`config.mk`:
```
export PLATFORM = sky130hd
export DESIGN_NAME = spectral_peak_finder
export DESIGN_NICKNAME = d
export VERILOG_FILES = /design/src/rtl/spectral_peak_finder.sv
export SDC_FILE = /design/constraint.sdc
export NUM_CORES = 1
export LEC_CHECK = 0
export CAP_MARGIN = 10
export CORE_ASPECT_RATIO = 1.75
export CORE_MARGIN = 5
export CORE_UTILIZATION = 45
export DETAILED_ROUTE_END_ITERATION = 10
export GPL_TIMING_DRIVEN = 0
export PLACE_DENSITY = 0.68
export SYNTH_ARGS = -nofsm -noshare
export SYNTH_HDL_FRONTEND = slang
export SYNTH_SLANG_ARGS = --single-unit
export TNS_END_PERCENT = 50
```
`constraint.sdc`:
```
create_clock -name clk -period 3.85 [get_ports clk]
set_input_delay 0.77 -clock clk [delete_from_list [all_inputs] [get_ports clk]]
set_output_delay 0.77 -clock clk [all_outputs]
set_load 0.1 [all_outputs]
```
`src/rtl/spectral_peak_finder.sv`:
```
// Per-frame spectral peak extractor: scans bins 1..NFFT/2-1 once per frame and
// keeps the strongest above-threshold bin of each band, published atomically on commit.
module spectral_peak_finder #(
  parameter int NFFT      = 256,
  parameter int MAG_WIDTH = 32,
  parameter int NUM_BANDS = 8
) (
  input  logic                         clk,
  input  logic                         reset,
  input  logic                         frame_valid,
  input  logic [MAG_WIDTH-1:0]         threshold,
  output logic [$clog2(NFFT)-1:0]      bin_addr,
  input  logic [MAG_WIDTH-1:0]         bin_mag,
  input  logic [$clog2(NUM_BANDS)-1:0] rd_band,
  output logic [$clog2(NFFT)-1:0]      rd_bin,
  output logic [MAG_WIDTH-1:0]         rd_mag,
  output logic                         rd_found,
  output logic                         done,
  output logic                         busy,
  output logic [31:0]                  frame_count,
  output logic                         overrun,
  input  logic                         overrun_clr
);

  localparam int ADDR_W     = $clog2(NFFT);
  localparam int BAND_W     = $clog2(NUM_BANDS);
  localparam int BAND_SIZE  = NFFT / (2 * NUM_BANDS);
  localparam int BAND_SHIFT = $clog2(BAND_SIZE);
  localparam logic [ADDR_W-1:0] LAST_ADDR = ADDR_W'(NFFT / 2 - 1);

  typedef enum logic [1:0] {IDLE, SCAN, FLUSH, COMMIT} state_t;

  state_t              state, state_next;
  logic                frame_valid_q;
  logic                start;
  logic [ADDR_W-1:0]   addr_next;
  logic [ADDR_W-1:0]   bin_addr_q;
  logic                proc_en;
  logic                qualify;
  logic [BAND_W-1:0]   proc_band;

  logic [MAG_WIDTH-1:0] work_max   [NUM_BANDS];
  logic [ADDR_W-1:0]    work_bin   [NUM_BANDS];
  logic                 work_found [NUM_BANDS];
  logic [MAG_WIDTH-1:0] res_max    [NUM_BANDS];
  logic [ADDR_W-1:0]    res_bin    [NUM_BANDS];
  logic                 res_found  [NUM_BANDS];

  function automatic logic [BAND_W-1:0] band_of(input logic [ADDR_W-1:0] b);
    logic [ADDR_W-1:0] t;
    t = b >> BAND_SHIFT;
    return t[BAND_W-1:0];
  endfunction

  assign start = frame_valid & ~frame_valid_q;

  // bin_addr_q names the bin whose magnitude is on bin_mag this cycle; bin 0 (DC) is skipped.
  assign proc_en   = ((state == SCAN) || (state == FLUSH)) && (bin_addr_q != '0);
  assign proc_band = band_of(bin_addr_q);
  assign qualify   = proc_en && (bin_mag > threshold) && (bin_mag > work_max[proc_band]);

  always_comb begin
    state_next = state;
    addr_next  = bin_addr;
    done       = 1'b0;
    busy       = 1'b1;
    case (state)
      IDLE: begin
        busy      = 1'b0;
        addr_next = '0;
        if (start) begin
          state_next = SCAN;
          addr_next  = ADDR_W'(1);
        end
      end
      SCAN: begin
        addr_next = bin_addr + 1'b1;
        if (bin_addr == LAST_ADDR) begin
          state_next = FLUSH;
          addr_next  = '0;
        end
      end
      FLUSH: begin
        addr_next  = '0;
        state_next = COMMIT;
      end
      COMMIT: begin
        done       = 1'b1;
        addr_next  = '0;
        state_next = IDLE;
      end
      default: begin
        addr_next  = '0;
        state_next = IDLE;
      end
    endcase
  end

  always_ff @(posedge clk or negedge reset) begin
    if (!reset) begin
      state         <= IDLE;
      bin_addr      <= '0;
      bin_addr_q    <= '0;
      frame_valid_q <= 1'b0;
      frame_count   <= '0;
      overrun       <= 1'b0;
    end else begin
      state         <= state_next;
      bin_addr      <= addr_next;
      bin_addr_q    <= bin_addr;
      frame_valid_q <= frame_valid;
      if (state == COMMIT)
        frame_count <= frame_count + 32'd1;
      // A new edge while busy wins over a simultaneous clear.
      if (start && busy)
        overrun <= 1'b1;
      else if (overrun_clr)
        overrun <= 1'b0;
    end
  end

  always_ff @(posedge clk or negedge reset) begin
    if (!reset) begin
      for (int i = 0; i < NUM_BANDS; i++) begin
        work_max[i]   <= '0;
        work_bin[i]   <= '0;
        work_found[i] <= 1'b0;
        res_max[i]    <= '0;
        res_bin[i]    <= '0;
        res_found[i]  <= 1'b0;
      end
    end else begin
      if ((state == IDLE) && start) begin
        for (int i = 0; i < NUM_BANDS; i++) begin
          work_max[i]   <= '0;
          work_bin[i]   <= '0;
          work_found[i] <= 1'b0;
        end
      end else if (qualify) begin
        work_max[proc_band]   <= bin_mag;
        work_bin[proc_band]   <= bin_addr_q;
        work_found[proc_band] <= 1'b1;
      end
      if (state == COMMIT) begin
        for (int i = 0; i < NUM_BANDS; i++) begin
          res_max[i]   <= work_max[i];
          res_bin[i]   <= work_bin[i];
          res_found[i] <= work_found[i];
        end
      end
    end
  end

  assign rd_bin   = res_bin[rd_band];
  assign rd_mag   = res_max[rd_band];
  assign rd_found = res_found[rd_band];

endmodule

```
# Yosys cells after proc, flatten, opt, wreduce, memory -nomap -nowiden
# Cells that the tools add are included.
# classes
addsub	2
n_lt_le_gt_ge	5
eq_ne	6
n_mux	36
n_bitwise	5
n_reduce_logical	13
# op_table
op	count
two-way mux 256 bit	2
bitwise mux 256 bit	1
binary-select mux 32 bit (select 3 bit)	2
two-way mux 32 bit	5
two-way mux 64 bit	2
demux 32 bit (select 3 bit)	1
bitwise mux 64 bit	1
greater-than comparator 32 bit	2
two-way mux 8 bit	6
adder 32 x 1 -> 32 bit (second input constant)	1
binary-select mux 8 bit (select 3 bit)	1
demux 8 bit (select 3 bit)	1
one-hot mux 8 bit (3 select lines)	1
adder 8 x 1 -> 8 bit (second input constant)	1
equality test 8 x 7 -> 1 bit (second input constant)	1
>= comparator 4 bit (second input constant)	2
two-way mux 1 bit	8
NOT 3 -> 4 bit	2
bitwise OR 8 bit	1
one-hot mux 2 bit (4 select lines)	1
nonzero test 8 bit	1
logical AND 1 bit	6
equality test 2 bit (second input constant)	2
< comparator 4 x 1 -> 1 bit (second input constant)	1
13 further kinds	15
# totals
register_bits	708
out_inout_bits	84
wordCells	121

# Depth between registers and ports, before layout
# Gate-level depths: netlist of the first run.
# logic_depth
word_depth	8
depth_mapped	18

# Worst setup path after synthesis of the first run
# Ideal clock, no wire load.
# synth_timing
path_kind	reg2reg
start	register bin_addr_q[4]
end	register work_bin[54] in the netlist's numbering
setup_ps	120
t_arrival_ps	3712
required_time_ps	3730
slack_ps	19
path_stages_with_launch	17
path_buffers	5
synth_period_minus_slack_ps	3831
path_cell_list	dfrtp_1 > clkbuf_1 > nor3b_1 > clkbuf_1 > buf_1 > a22oi_1 > and3_1 > ha_1 > nand4_1 > nor4_2 > o21ai_0 > a31oi_1 > o32a_2 > buf_6 > nand3_1 > buf_4 > and3_1
# synth_via
elab_chain_len	8
elab_cells_between_ends	18
classes_between	3 x order compare; 8 x mux; 1 x bitwise; 6 x reduce/logical
# synth_rtl
element	line_no	rtl
start: declaration	37	logic [ADDR_W-1:0] bin_addr_q;
start signal: assignment	110	bin_addr_q <= bin_addr;
branches (longest 8 deep; another with greater-than comparator 32 bit)	n/a	
end signal: indexed assignment	141	work_bin[proc_band] <= bin_addr_q;
end: declaration	43	logic [ADDR_W-1:0] work_bin [NUM_BANDS];
# Parallel ways; which one is timed is not known. The select of a mux whose other input is x is not followed.
# A chain may end at the register's enable or synchronous reset.

# Worst setup path after layout of the first run
# layout_timing
start	register bin_addr_q[5]
end	register work_max[152] in the netlist's numbering
# layout_via
elab_chain_len	8
elab_cells_between_ends	18
classes_between	3 x order compare; 8 x mux; 1 x bitwise; 6 x reduce/logical
# layout_rtl
element	line_no	rtl
branches (longest 8 deep; another with greater-than comparator 32 bit)	n/a	
end signal: indexed assignment	140	work_max[proc_band] <= bin_mag;
end: declaration	42	logic [MAG_WIDTH-1:0] work_max [NUM_BANDS];
# Parallel ways; which one is timed is not known. The select of a mux whose other input is x is not followed.

==> results of run 1 <==
==> report_power, final <==
part	total, mW	switching [mW]	internal, mW
combinational	4.88	3.19	1.69
sequential	8.12	0.295	7.83
clock	6.98	2.95	4.03
==> worst max-delay path: cells and delay by family (launching register included) <==
family	cells	cell delay, ns
adder cells (fa/ha/maj)	1	0.31
flip-flops	1	0.45
AND/OR/NAND/NOR	5	1.16
AO/OA/AOI/OAI	4	1.06
buffers and inverters	6	0.96
multiplexers	1	0.22
==> placed cells by master (no fill, tap or decap), drive strengths merged, types with 4 or more instances in the layout <==
cell / count
and4: 4
and3: 59
nor2: 16
dfrtp: 708
a21o: 6
nand2b: 5
inv: 58
nand2: 364
nand4: 22
a221oi: 35
bufinv: 5
clkbuf: 217
ha: 70
a22oi: 67
xnor2: 29
clkinv: 10
mux4: 82
mux2: 370
xor2: 8
nand3: 21
o21a: 7
nor3: 4
mux2i: 296
dlygate4sd2: 41
o21ai: 12
a21oi: 37
buf: 137
clkdlybuf4s50: 109
a22o: 31
==> sequential cells by signal (all words and copies together) (netlist names) <==
register / count
state: 2
frame_valid_q: 1
work_bin: 64
work_found: 8
frame_count: 32
res_found: 8
work_max: 256
bin_addr: 8
overrun: 1
res_bin: 64
res_max: 256
bin_addr_q: 8
==> final timing paths <==
kind,startpoint,to,slack [ns],depth (start not counted)
worst max-delay path,bin_addr_q[5],work_max[152],-0.42,17
worst min-delay path,reset,res_max[11],0.05,1
worst max register to register,bin_addr_q[5],work_max[152],-0.42,17
worst min register to register,bin_addr[7],bin_addr_q[7],0.44,0
max in group asynchronous,reset,frame_count[13],1.37,5
min in group clk,bin_addr[7],bin_addr_q[7],0.44,0
==> through the flow <==
stage | instance area, um^2 | power [mW]
2_1_floorplan | 32680 | 10.97
5_1_grt | 40420 | 20.52
4_1_cts | 39430 | 19.85
3_5_place_dp | 35540 | 12.75
6_report | 40420 | 19.98
3_3_place_gp | 35350 | 12.68
==> area by class of cell <==
cell class	instances	area, um^2	share of cell area
Antenna cell	1	2.502	0.00006191
Clock buffer	99	2052	0.05077
Tap cell	924	1156	0.02860
Multi-Input combinational cell	1571	14460	0.3577
Clock inverter	17	224.0	0.005541
Inverter	57	214.0	0.005293
Buffer	158	1545	0.03823
Sequential cell	708	17720	0.4384
Timing Repair Buffer	248	3049	0.07544
==> cell families (layout without fill, tap and decap cells) <==
family,after synthesis,after routing
compound gates,206,206
xor+xnor,37,37
fa+ha+maj,70,70
buf+inv,223,579
flops,708,708
mux,748,748
other cells,0,1
simple gates,510,510
==> timing repair <==
action,in CTS,in global routing
cloned,8,20
pin swaps,29,42
setup endpoints to repair,369,346
resized for setup,335,84
buffers inserted,47,26
==> routing by layer <==
| metal | vias up | global-route usage | wire, um |
|---|---|---|---|
| met2 | 1290 | 0.4658 | 56530 |
| li1 | 9605 | - | - |
| met5 | - | 0 | 0 |
| met3 | 540 | 0.05476 | 8937 |
| met4 | 0 | 0.2159 | 11540 |
| met1 | 12220 | 0.3200 | 38890 |
==> flow_summary.toml, run 1 <==
[critical_path]
worst_path_most_repeated_cell = "buf_12"
cp.required_ns = 4.39
cp.arrival_ns = 4.81
cp_cell_sequence = "buf_8 -> nor3b_4 -> buf_6 -> clkbuf_16 -> a22o_4 -> a221oi_2 -> and3_1 -> ha_1 -> and3_1 -> nand4_1 -> o211ai_1 -> o32a_4 -> buf_12 -> and2_4 -> buf_12 -> buf_12 -> mux2i_2"
cp-start-kind = "flop"
cpMaxStageDelayCell = "o211ai_1"
crit_type = "flop to flop"
cp_slowest_stage_delay_ns = 0.52
crit_path_end_kind = "flop"
critPathMaxFanout = 10

[detailed_routing]
routedWlPerCell_um = 30.64
drtIter0Drc = 2463
dr.pass1.iters = 7
wl_mm = 115.9
routed_via_density = 6.253
drc = 0
via_count = 23650
ant_nets = 0

[place]
hpwl_mm = 76.08
gp_congestion = 0.9404
place_inst = 3584
place_ws_ns = -2.972
port_buffers = 151

[job]
drv_cap = 0

[outcome]
violations = "negative setup slack"
outcome = "finished with violations"

[pwr]
peakVddDrop_mv = 0.3563
p_per_area_nw_per_um2 = 494.3
p_leak_nw = 20.49

[die]
rows = 130
die_y_um = 366.5
core_area_um2 = 71890
die_area_um2 = 78330
ios = 155
start_util = 0.4546
die_w_um = 213.7

[final_layout]
final_cells = 3783
drive_above_1_share = 0.2848
syn2layout_area_growth_pct = 23.67
layout.nets = 2951
fillers = 5704
fin_util = 0.5622

[yosys]
synth_compound_area_frac = 0.04648
synth_top_area_frac = 0.5421
yosys_register_bits = 708
synth.distinct_cells = 51
synth_nets = 2643
yosysMostFrequentCell = "dfrtp_1"
synth_area_leaders = "dfrtp_1 (54%), mux2_2 (13%), mux2i_1 (9.1%)"
syn_inst = 2502
synth_edf_count = 0
yosys-top-cells-count = "dfrtp_1 (708), mux2_2 (370), nand2_1 (363)"
synth_top_family_by_area = "multiplexers"
synthXorXnorAreaFrac = 0.009915
avgSynthCellArea_um2 = 13.06
yosysSeqAreaShare = 0.5421
synthAdderAreaFrac = 0.02680
synth-async-reset-ratio = 1.000
syn_area_um2 = 32680
synth_top_flop_cell = "dfrtp_1"
synthMuxAreaShare = 0.2746
synth_top_cell_by_area = "dfrtp_1"
yosys.area_share.simple = 0.06956
yosysWarnings = 0

[sta]
finClkSkew_ns = 0.03641
fmax_mhz = 234.4
finalMaxSlewViolations = 0
max_slew_margin = 0.2125
fin_setup_tns_ns = -102.74
period_share = 1.108
fin_ws_ns = -0.4168
rsz0062_at_grt = "yes"
fin_crit_ns = 4.267
finalHoldViolCount = 0
setup_viol = 344
holdWs_ns = 0.04527
worst_pin_slew_ns = 1.181

[clock_tree]
numClockSinks = 708
cts-buffers-inserted = 66
hold_buffers = 0
clk_latency_ns = 0.64
h-tree-depth = 3
cts-root-buf = "clkbuf_16"
cts_max_path_buffers = 3
clk_pin_slew_ns = 0.07
cts_tree = "yes"

[global_route]
grt_pass1_vias = 24940
grtUsageTotal = 0.2828
antenna_found_initial = 2
grt_pass1_wl_mm = 163.2
grt_max_degree = 130
gr-total-overflow = 0

[min_path]
hp-class = "input port to asynchronous set/reset pin"
Power figures use the tool's default switching activity.
==> run 2, diff against run 1 <==
--- a/config.mk
+++ b/config.mk
@@ -6,12 +6,14 @@
 export NUM_CORES = 1
 export LEC_CHECK = 0
 export CAP_MARGIN = 10
+export CELL_PAD_IN_SITES_DETAIL_PLACEMENT = 1
+export CELL_PAD_IN_SITES_GLOBAL_PLACEMENT = 2
 export CORE_ASPECT_RATIO = 1.75
 export CORE_MARGIN = 5
-export CORE_UTILIZATION = 45
+export CORE_UTILIZATION = 39
 export DETAILED_ROUTE_END_ITERATION = 10
 export GPL_TIMING_DRIVEN = 0
-export PLACE_DENSITY = 0.68
+export PLACE_DENSITY = 0.79
 export SYNTH_ARGS = -nofsm -noshare
 export SYNTH_HDL_FRONTEND = slang
 export SYNTH_SLANG_ARGS = --single-unit
==> flow_summary.toml, run 2 (synthesized netlist as in run 1, its figures left out) <==
[detailed_routing]
ant_nets = 0
routedWlPerCell_um = 32.65
wl_mm = 129.3
routed_via_density = 6.021
drc = 0
drtIter0Drc = 1866
dr.pass1.iters = 5
via_count = 23850

[critical_path]
cp_cell_sequence = "buf_6 -> and3_4 -> clkbuf_16 -> buf_12 -> a22o_1 -> a221oi_1 -> and3_1 -> ha_1 -> nand4_1 -> inv_1 -> a221oi_2 -> o211ai_1 -> o32a_4 -> buf_16 -> buf_12 -> nand3_4 -> buf_12 -> buf_12 -> mux2i_2"
r2r-start = "bin_addr_q[4]"
critPathMaxFanout = 7
cp.arrival_ns = 4.89
cp-start-kind = "flop"
worstSetupStartpoint = "bin_addr_q[4]"
worst_path_most_repeated_cell = "buf_12"
crit_path_end_kind = "flop"
cp_slowest_stage_delay_ns = 0.50
crit_type = "flop to flop"
cpMaxStageDelayCell = "dfrtp_2"
cp.required_ns = 4.39

[die]
core_area_um2 = 83200
ios = 155
rows = 140
die_area_um2 = 89920
die_w_um = 228.8
start_util = 0.3928
die_y_um = 393.0

[global_route]
grt_pass1_wl_mm = 183.1
antenna_found_initial = 2
grtUsageTotal = 0.2773
grt_max_degree = 128
gr-total-overflow = 0
grt_pass1_vias = 26590

[pwr]
p_total_mw = 20.49
p_per_area_nw_per_um2 = 495.9
peakVddDrop_mv = 0.2794
p_leak_nw = 20.74

[sta]
period_share = 1.130
finalHoldViolCount = 0
finalMaxSlewViolations = 0
finClkSkew_ns = 0.03349
worst_pin_slew_ns = 1.246
holdWs_ns = 0.1679
fmax_mhz = 229.8
setup_viol = 334
rsz0062_at_grt = "yes"
fin_setup_tns_ns = -120.16
fin_ws_ns = -0.5009
fin_crit_ns = 4.351
max_slew_margin = 0.1690

[clock_tree]
clk_latency_ns = 0.66
clk_pin_slew_ns = 0.06
numClockSinks = 708
cts-root-buf = "clkbuf_16"
cts_max_path_buffers = 3
hold_buffers = 0
cts-buffers-inserted = 68
cts_tree = "yes"
h-tree-depth = 3

[final_layout]
fillers = 8305
mostFrequentLayoutCell = "dfrtp_1"
mostFrequentLayoutCells = "dfrtp_1 (707), mux2_2 (370), nand2_1 (363)"
drive_above_1_share = 0.3018
diodes = 0
syn2layout_area_growth_pct = 26.42
layout.nets = 2985
reg.largest.list = "res_max (256), work_max (256)"
final_area_um2 = 41320

[job]
drv_cap = 0

[outcome]
violations = "negative setup slack"
outcome = "finished with violations"

[place]
hpwl_mm = 84.73
place_ws_ns = -3.091
gp_congestion = 0.8774
port_buffers = 151
placed_cell_area_um2 = 35800

[min_path]
hp-class = "input port to asynchronous set/reset pin"
run 2: final cells by class:
class	count	area, um^2	area share
Timing Repair Buffer	281	3527	0.08536
Multi-Input combinational cell	1571	14620	0.3538
Tap cell	1065	1333	0.03225
Buffer	157	1578	0.03819
Clock buffer	98	2051	0.04963
Sequential cell	708	17720	0.4288
Clock inverter	24	281.5	0.006813
Inverter	57	214.0	0.005178
run 2: path summary, 6_finish.rpt:
kind,slack (ns),depth (start not counted),end
worst max-delay path,-0.50,19,work_max[53]
worst min-delay path,0.17,1,res_max[8]
worst max register to register,-0.50,19,work_max[53]
worst min register to register,0.45,0,bin_addr_q[7]
max in group asynchronous,1.71,4,work_max[121]
min in group clk,0.45,0,bin_addr_q[7]
run 2: layer usage:
| metal | part of all wire | GRT usage | wire length [um] | vias to the layer above |
|---|---|---|---|---|
| li1 | - | - | - | 9663 |
| met1 | 0.35 | 0.3007 | 45580 | 12690 |
| met2 | 0.51 | 0.4948 | 65720 | 1059 |
| met3 | 0.053 | 0.04561 | 6859 | 437 |
| met4 | 0.086 | 0.1927 | 11150 | 0 |
| met5 | 0 | 0 | 0 | - |
run 2: through the flow:
stage	std cells	util
after floorplan	2502	-
after global placement	3718	0.4270
after detailed placement	3730	0.4302
after CTS	3933	0.4868
after global routing	3961	0.4966
final	3961	0.4966
run 2: worst max-delay path, delay by kind of cell (launching register included):
family,cells,cell delay [ns]
AO/OA/AOI/OAI,5,1.40
adder cells (fa/ha/maj),1,0.23
buffers and inverters,8,1.18
flip-flops,1,0.50
multiplexers,1,0.26
AND/OR/NAND/NOR,4,0.66
run 2: power by group:
group,internal [mW],switching (mW)
registers,7.82,0.306
clock network,4.12,3.09
logic,1.77,3.38
total,13.7,6.77
run 2: what timing repair did:
action,CTS,global route
cloned,18,11
endpoints found under the setup margin,369,337
gates resized for setup,398,81
buffers inserted,69,22
pin swaps,40,34
==> variant 1, RTL diff (flow settings as in run 2) <==
Set the parameter `NFFT` to 512 (it was 256).
--- a/src/rtl/spectral_peak_finder.sv
+++ b/src/rtl/spectral_peak_finder.sv
@@ -1,7 +1,7 @@
 // Per-frame spectral peak extractor: scans bins 1..NFFT/2-1 once per frame and
 // keeps the strongest above-threshold bin of each band, published atomically on commit.
 module spectral_peak_finder #(
-  parameter int NFFT      = 256,
+  parameter int NFFT      = 512,
   parameter int MAG_WIDTH = 32,
   parameter int NUM_BANDS = 8
 ) (
Interface: changed (resized bin_addr and rd_bin); port bits go from 155 to 157. No check against the original RTL was run, so the function may have changed too.
==> variant 1 against run 2 <==
- the flow still finishes with violations (setup timing)
- via count increased by 2.0%
- sequential cell count increased by 18
- non-clock buffer count increased by 6
- routed wire length increased by 2.9%
- setup slack got worse by 16 ps
- first-iteration DRC count increased by 3.6%
- power decreased by 11%
- hold slack improved by 310 ps
- cell area increased by 1.3%
- clock power increased by 1%
- synthesized area increased by 2.1%
- critical path type unchanged
- critical endpoint is now work_max[194]
- largest power group unchanged
==> variant 1: results (changes against run 2) <==
| Metric | Value |
|---|---|
| Slowest cell delay on critical path | `480 ps (was 500 ps)` |
| I/O Buffers | `153 (was 151)` |
| Total setup buffers inserted after CTS | `77 (was 69)` |
| Worst hold path type | `reg2reg (was in2async)` |
| Met2 usage | `49.44% (was 49.48%)` |
| Via density | `6.020 (was 6.021)` |
| Setup slack after layout | `-517.3 ps (was -500.9 ps)` |
| Total track usage | `28.11% (was 27.73%)` |
| Maximum VDD drop | `274.2 uV (was 279.4 uV)` |
| Gpl congestion | `0.8882 (was 0.8774)` |
| Hpwl dp | `86.51 mm (was 84.73 mm)` |
| Placed instance count | `3805 (was 3730)` |
| Initial antenna violation count | `3 (was 2)` |
| Largest net degree at the start of global routing | `120 (was 128)` |
| Regs by FF count | `res_max (256), work_max (256) (unchanged)` |
| Post_cts resized | `356 (was 398)` |
| Run status | `finished, violations left (unchanged)` |
| Failing checks | `setup timing (unchanged)` |
| GR Util met3 | `4.588% (was 4.561%)` |
| Non-Filler Instances | `4040 (was 3961)` |
| Number of global-route vias before repair | `27056 (was 26589)` |
| Total CTS buffers | `72 (was 68)` |
| Placed cell area | `0.03657 mm^2 (was 0.03580 mm^2)` |
| Syn Nets | `2700 (was 2643)` |
| Setup-failing EPs final | `359 (was 334)` |
| Unique masters post-synth | `42 (was 51)` |
| Fill cells | `8586 (was 8305)` |
| Placement Setup Slack | `-3602 ps (was -3091 ps)` |
| Worst Skew | `35.79 ps (was 33.49 ps)` |
| Final setup TNS | `-124380 ps (was -120160 ps)` |
| Top cells by count, synth | `726 x dfrtp_1, 382 x nand2_1, 379 x mux2_2 (was 708 x dfrtp_1, 370 x mux2_2, 363 x nand2_1)` |
| Post-synthesis sequential area ratio | `54.47% (was 54.21%)` |
| First-pass GRT wire length | `188.3 mm (was 183.1 mm)` |
| Starting DRT DRC Count | `1933 (was 1866)` |
| Met2 wire len | `67.76 mm (was 65.72 mm)` |
| Met3 wire len | `7.521 mm (was 6.859 mm)` |
| Syn Area/Cell | `13.03 um^2 (was 13.06 um^2)` |
| Largest cells by area after synthesis | `dfrtp_1 54%, mux2_2 13%, mux2i_1 9.1% (unchanged)` |
| Slew @ Worst Pin | `1311 ps (was 1246 ps)` |
variant 1: cells by family (layout without fill, tap and decap cells):
| family | after synthesis | count (layout) | share of synthesized area (%) |
|---|---|---|---|
| other cells | 0 | 1 | 0 |
| simple gates | 531 | 531 | 6.958 |
| fa+ha+maj | 70 | 70 | 2.626 |
| compound gates | 206 | 207 | 4.565 |
| mux | 767 | 767 | 27.59 |
| flops | 726 | 726 | 54.47 |
| xor+xnor | 37 | 37 | 0.9715 |
| buf+inv | 222 | 621 | 2.825 |
variant 1: area by class of cell:
cell class                      count  area (um^2)  area share, %
Antenna cell                        1        2.502       0.005979
Multi-Input combinational cell   1612        14810          35.38
Clock buffer                      110         2190          5.232
Sequential cell                   726        18170          43.42
Timing Repair Buffer              284         3453          8.251
Inverter                           56        210.2         0.5023
Clock inverter                     11        151.4         0.3617
Buffer                            160         1513          3.614
Tap cell                         1080         1351          3.229
variant 1: final timing paths:
kind                                      start         endpoint  slack (ps)  cells after the start
max in group asynchronous                 reset  frame_count[10]        1000                      6
worst max-delay path              bin_addr_q[7]    work_max[194]        -520                     21
worst max register to register    bin_addr_q[7]    work_max[194]        -520                     21
worst min-delay path            frame_count[31]  frame_count[31]         480                      1
min in group asynchronous                 reset     res_max[232]         510                      2
worst min register to register  frame_count[31]  frame_count[31]         480                      1
variant 1: where the power goes:
part | total, W | switching [W] | internal (W)
Clock | 0.00729 | 0.00317 | 0.00412
Combinational | 0.00259 | 0.00142 | 0.00117
Sequential | 0.00841 | 0.000378 | 0.00803
variant 1: critical path, delay by kind of cell (launching register included):
kind | cells | cell delay (ps)
simple gates | 7 | 1150
compound gates | 2 | 500
fa+ha+maj | 1 | 300
flops | 1 | 480
mux | 1 | 150
buf+inv | 10 | 1580
==> variant 2, RTL diff (settings of run 2) <==
Made on the original files. The 4 states of `state_t` get a one-hot encoding in 4 bits.
--- a/src/rtl/spectral_peak_finder.sv
+++ b/src/rtl/spectral_peak_finder.sv
@@ -28,7 +28,7 @@
   localparam int BAND_SHIFT = $clog2(BAND_SIZE);
   localparam logic [ADDR_W-1:0] LAST_ADDR = ADDR_W'(NFFT / 2 - 1);
 
-  typedef enum logic [1:0] {IDLE, SCAN, FLUSH, COMMIT} state_t;
+  typedef enum logic [3:0] {IDLE = 4'b0001, SCAN = 4'b0010, FLUSH = 4'b0100, COMMIT = 4'b1000} state_t;
 
   state_t              state, state_next;
   logic                frame_valid_q;
Check against the original RTL: no difference found for any inputs over 4 cycles, from zero or initial values and one cycle with reset low; so few cycles prove little.
==> variant 2 against run 2 <==
- the flow still finishes with violations (setup timing)
- non-clock buffer count rose by 5
- routed wire length rose by 0.54%
- first-iteration DRC count rose by 0.27%
- setup slack improved by 62 ps
- synthesized area rose by 0.32%
- sequential cell count rose by 2
- cell area fell by 0.29%
Power is not compared: it rests on default switching activity, and its combinational part moved more than twofold at a synthesized area within 25%.
==> variant 2: results (changes against run 2) <==
| Metric | Value |
|---|---|
| Layout cells sized above 1 | `30.28% (was 30.18%)` |
| Wirelength per Cell | `32.55 um (was 32.65 um)` |
| Hpwl dp | `84.43 mm (was 84.73 mm)` |
| Htree depth | `3 (unchanged)` |
| Failing checks | `setup timing (unchanged)` |
| Worst-skew pair later-pin latency | `660 ps (about the same)` |
| Post-synthesis sequential area ratio | `54.19% (was 54.21%)` |
| I/O Buffers | `151 (unchanged)` |
| Initial antenna violation count | `1 (was 2)` |
| Total track usage | `27.27% (was 27.73%)` |
| Run status | `finished, violations left (unchanged)` |
| CTS Buffer Depth | `3 (unchanged)` |
| Number of global-route vias before repair | `26746 (was 26589)` |
| Detailed Routing Iterations Pass 1 | `7 (was 5)` |
| Starting DRT DRC Count | `1871 (was 1866)` |
| Syn Nets | `2668 (was 2643)` |
| Leak | `approximately 19 nW` |
| Unique masters post-synth | `49 (was 51)` |
| Clock Tree Root | `clkbuf_16 (unchanged)` |
| Slew @ Worst Pin | `1335 ps (was 1246 ps)` |
| Total CTS buffers | `69 (was 68)` |
| First-pass GRT wire length | `182.0 mm (was 183.1 mm)` |
| Crit path DAT | `4860 ps (was 4890 ps)` |
| Placement Setup Slack | `-3053 ps (was -3091 ps)` |
| Largest net degree at the start of global routing | `125 (was 128)` |
| Layout Nets | `3015 (was 2985)` |
| Maximum VDD drop | `approximately 320 uV` |
| CP Max Fanout | `8 (was 7)` |
| Top cells by count, synth | `709 x dfrtp_1, 373 x nand2_1, 370 x mux2_2 (was 708 x dfrtp_1, 370 x mux2_2, 363 x nand2_1)` |
| Gpl congestion | `0.8943 (was 0.8774)` |
| Clock Pin Slew Worst Setup and Hold Paths | `roughly 70 ps` |
| Via density | `5.982 (was 6.021)` |
| Worst Skew | `37.45 ps (was 33.49 ps)` |
| Fraction of registers with async set/reset | `100.0% (unchanged)` |
| Largest cells by area after synthesis | `dfrtp_1 54%, mux2_2 13%, mux2i_1 8.2% (was dfrtp_1 54%, mux2_2 13%, mux2i_1 9.1%)` |
| Fill cells | `8315 (was 8305)` |
| Worst hold path type | `reg2reg (was in2async)` |
| Yosys warnings | `0 (unchanged)` |
| Regs by FF count | `res_max (256), work_max (256) (unchanged)` |
| ANT cells | `0 (unchanged)` |
| Setup slack after layout | `-438.7 ps (was -500.9 ps)` |
| Setup-failing EPs final | `355 (was 334)` |
## variant 2: worst paths after layout
kind / cells past startpoint / endpoint / startpoint / slack [ps]
max reg2reg: 17 / work_max[152] / bin_addr_q[6] / -440
max in group asynchronous: 5 / work_max[98] / reset / 1110
min: 0 / bin_addr_q[7] / bin_addr[7] / 410
min reg2reg: 0 / bin_addr_q[7] / bin_addr[7] / 410
min in group asynchronous: 2 / res_max[117] / reset / 590
max: 17 / work_max[152] / bin_addr_q[6] / -440
## variant 2: power by group
part	switching, W	total (W)	internal [W]
Sequential	0.0000795	0.00762	0.00754
Clock	0.00310	0.00721	0.00411
Combinational	0.00134	0.00181	0.000474
## variant 2: worst max-delay path: stages, from the launching register on
cell	delay, ps
dfrtp_2	530
nor3b_4	220
clkbuf_16	160
buf_12	140
a22o_1	250
a221oi_1	260
and3_1	290
ha_4	230
a21oi_1	170
nand2_1	120
a21oi_1	260
o211a_1	530
o21ai_4	170
and3_4	230
buf_12	160
buf_12	140
buf_16	140
mux2i_1	180
## variant 2: what timing repair did
| item | in CTS | in global routing |
|---|---|---|
| gates cloned | 14 | 18 |
| buffers inserted | 67 | 31 |
| hold buffers | 1 | 0 |
| setup endpoints to repair | 370 | 365 |
| gates resized for setup | 351 | 110 |
| hold endpoints to repair | 6 | 0 |
| pin swaps | 20 | 33 |
## variant 2: final cells by class
class / instances / share of cell area (%)
multi-input cells: 1577 / 34.86
clock buffers: 106 / 5.193
repair buffers: 283 / 8.391
inverters: 77 / 0.7016
flip-flops and latches: 710 / 43.14
clock inverters: 16 / 0.5254
plain buffers: 160 / 3.954
well taps: 1065 / 3.234
## variant 2: kinds of logic after synthesis
kind of cell	synth area share, %
XOR/XNOR	0.9884
adder cells (fa/ha/maj)	2.519
buffers and inverters	3.705
AND/OR/NAND/NOR	6.850
multiplexers	26.58
AO/OA/AOI/OAI	5.163
flip-flops	54.19
## variant 2: routing by layer
layer | vias to the layer above | routed length (um) | share of wire, % | track usage, %
met5 | - | 13 | 0.010 | 0
met4 | 2 | 10370 | 8.0 | 18.28
met3 | 477 | 8587 | 6.6 | 5.231
met2 | 1093 | 65720 | 51 | 47.33
met1 | 12576 | 45310 | 35 | 30.25
li1 | 9745 | - | - | -
## variant 2: stage by stage
stage	instance area (um^2)	cells	setup TNS, ps	utilization (%)	total power [W]
6_report	41200	3994	-107370	49.41	0.01664
2_1_floorplan	32810	2531	0	-	0.008561
4_1_cts	40140	3956	-32090	48.14	0.01668
3_3_place_gp	35660	3747	-	42.76	0.009406
5_1_grt	41200	3994	-119810	49.41	0.01713
3_5_place_dp	35880	3756	-1019160	43.03	0.009452
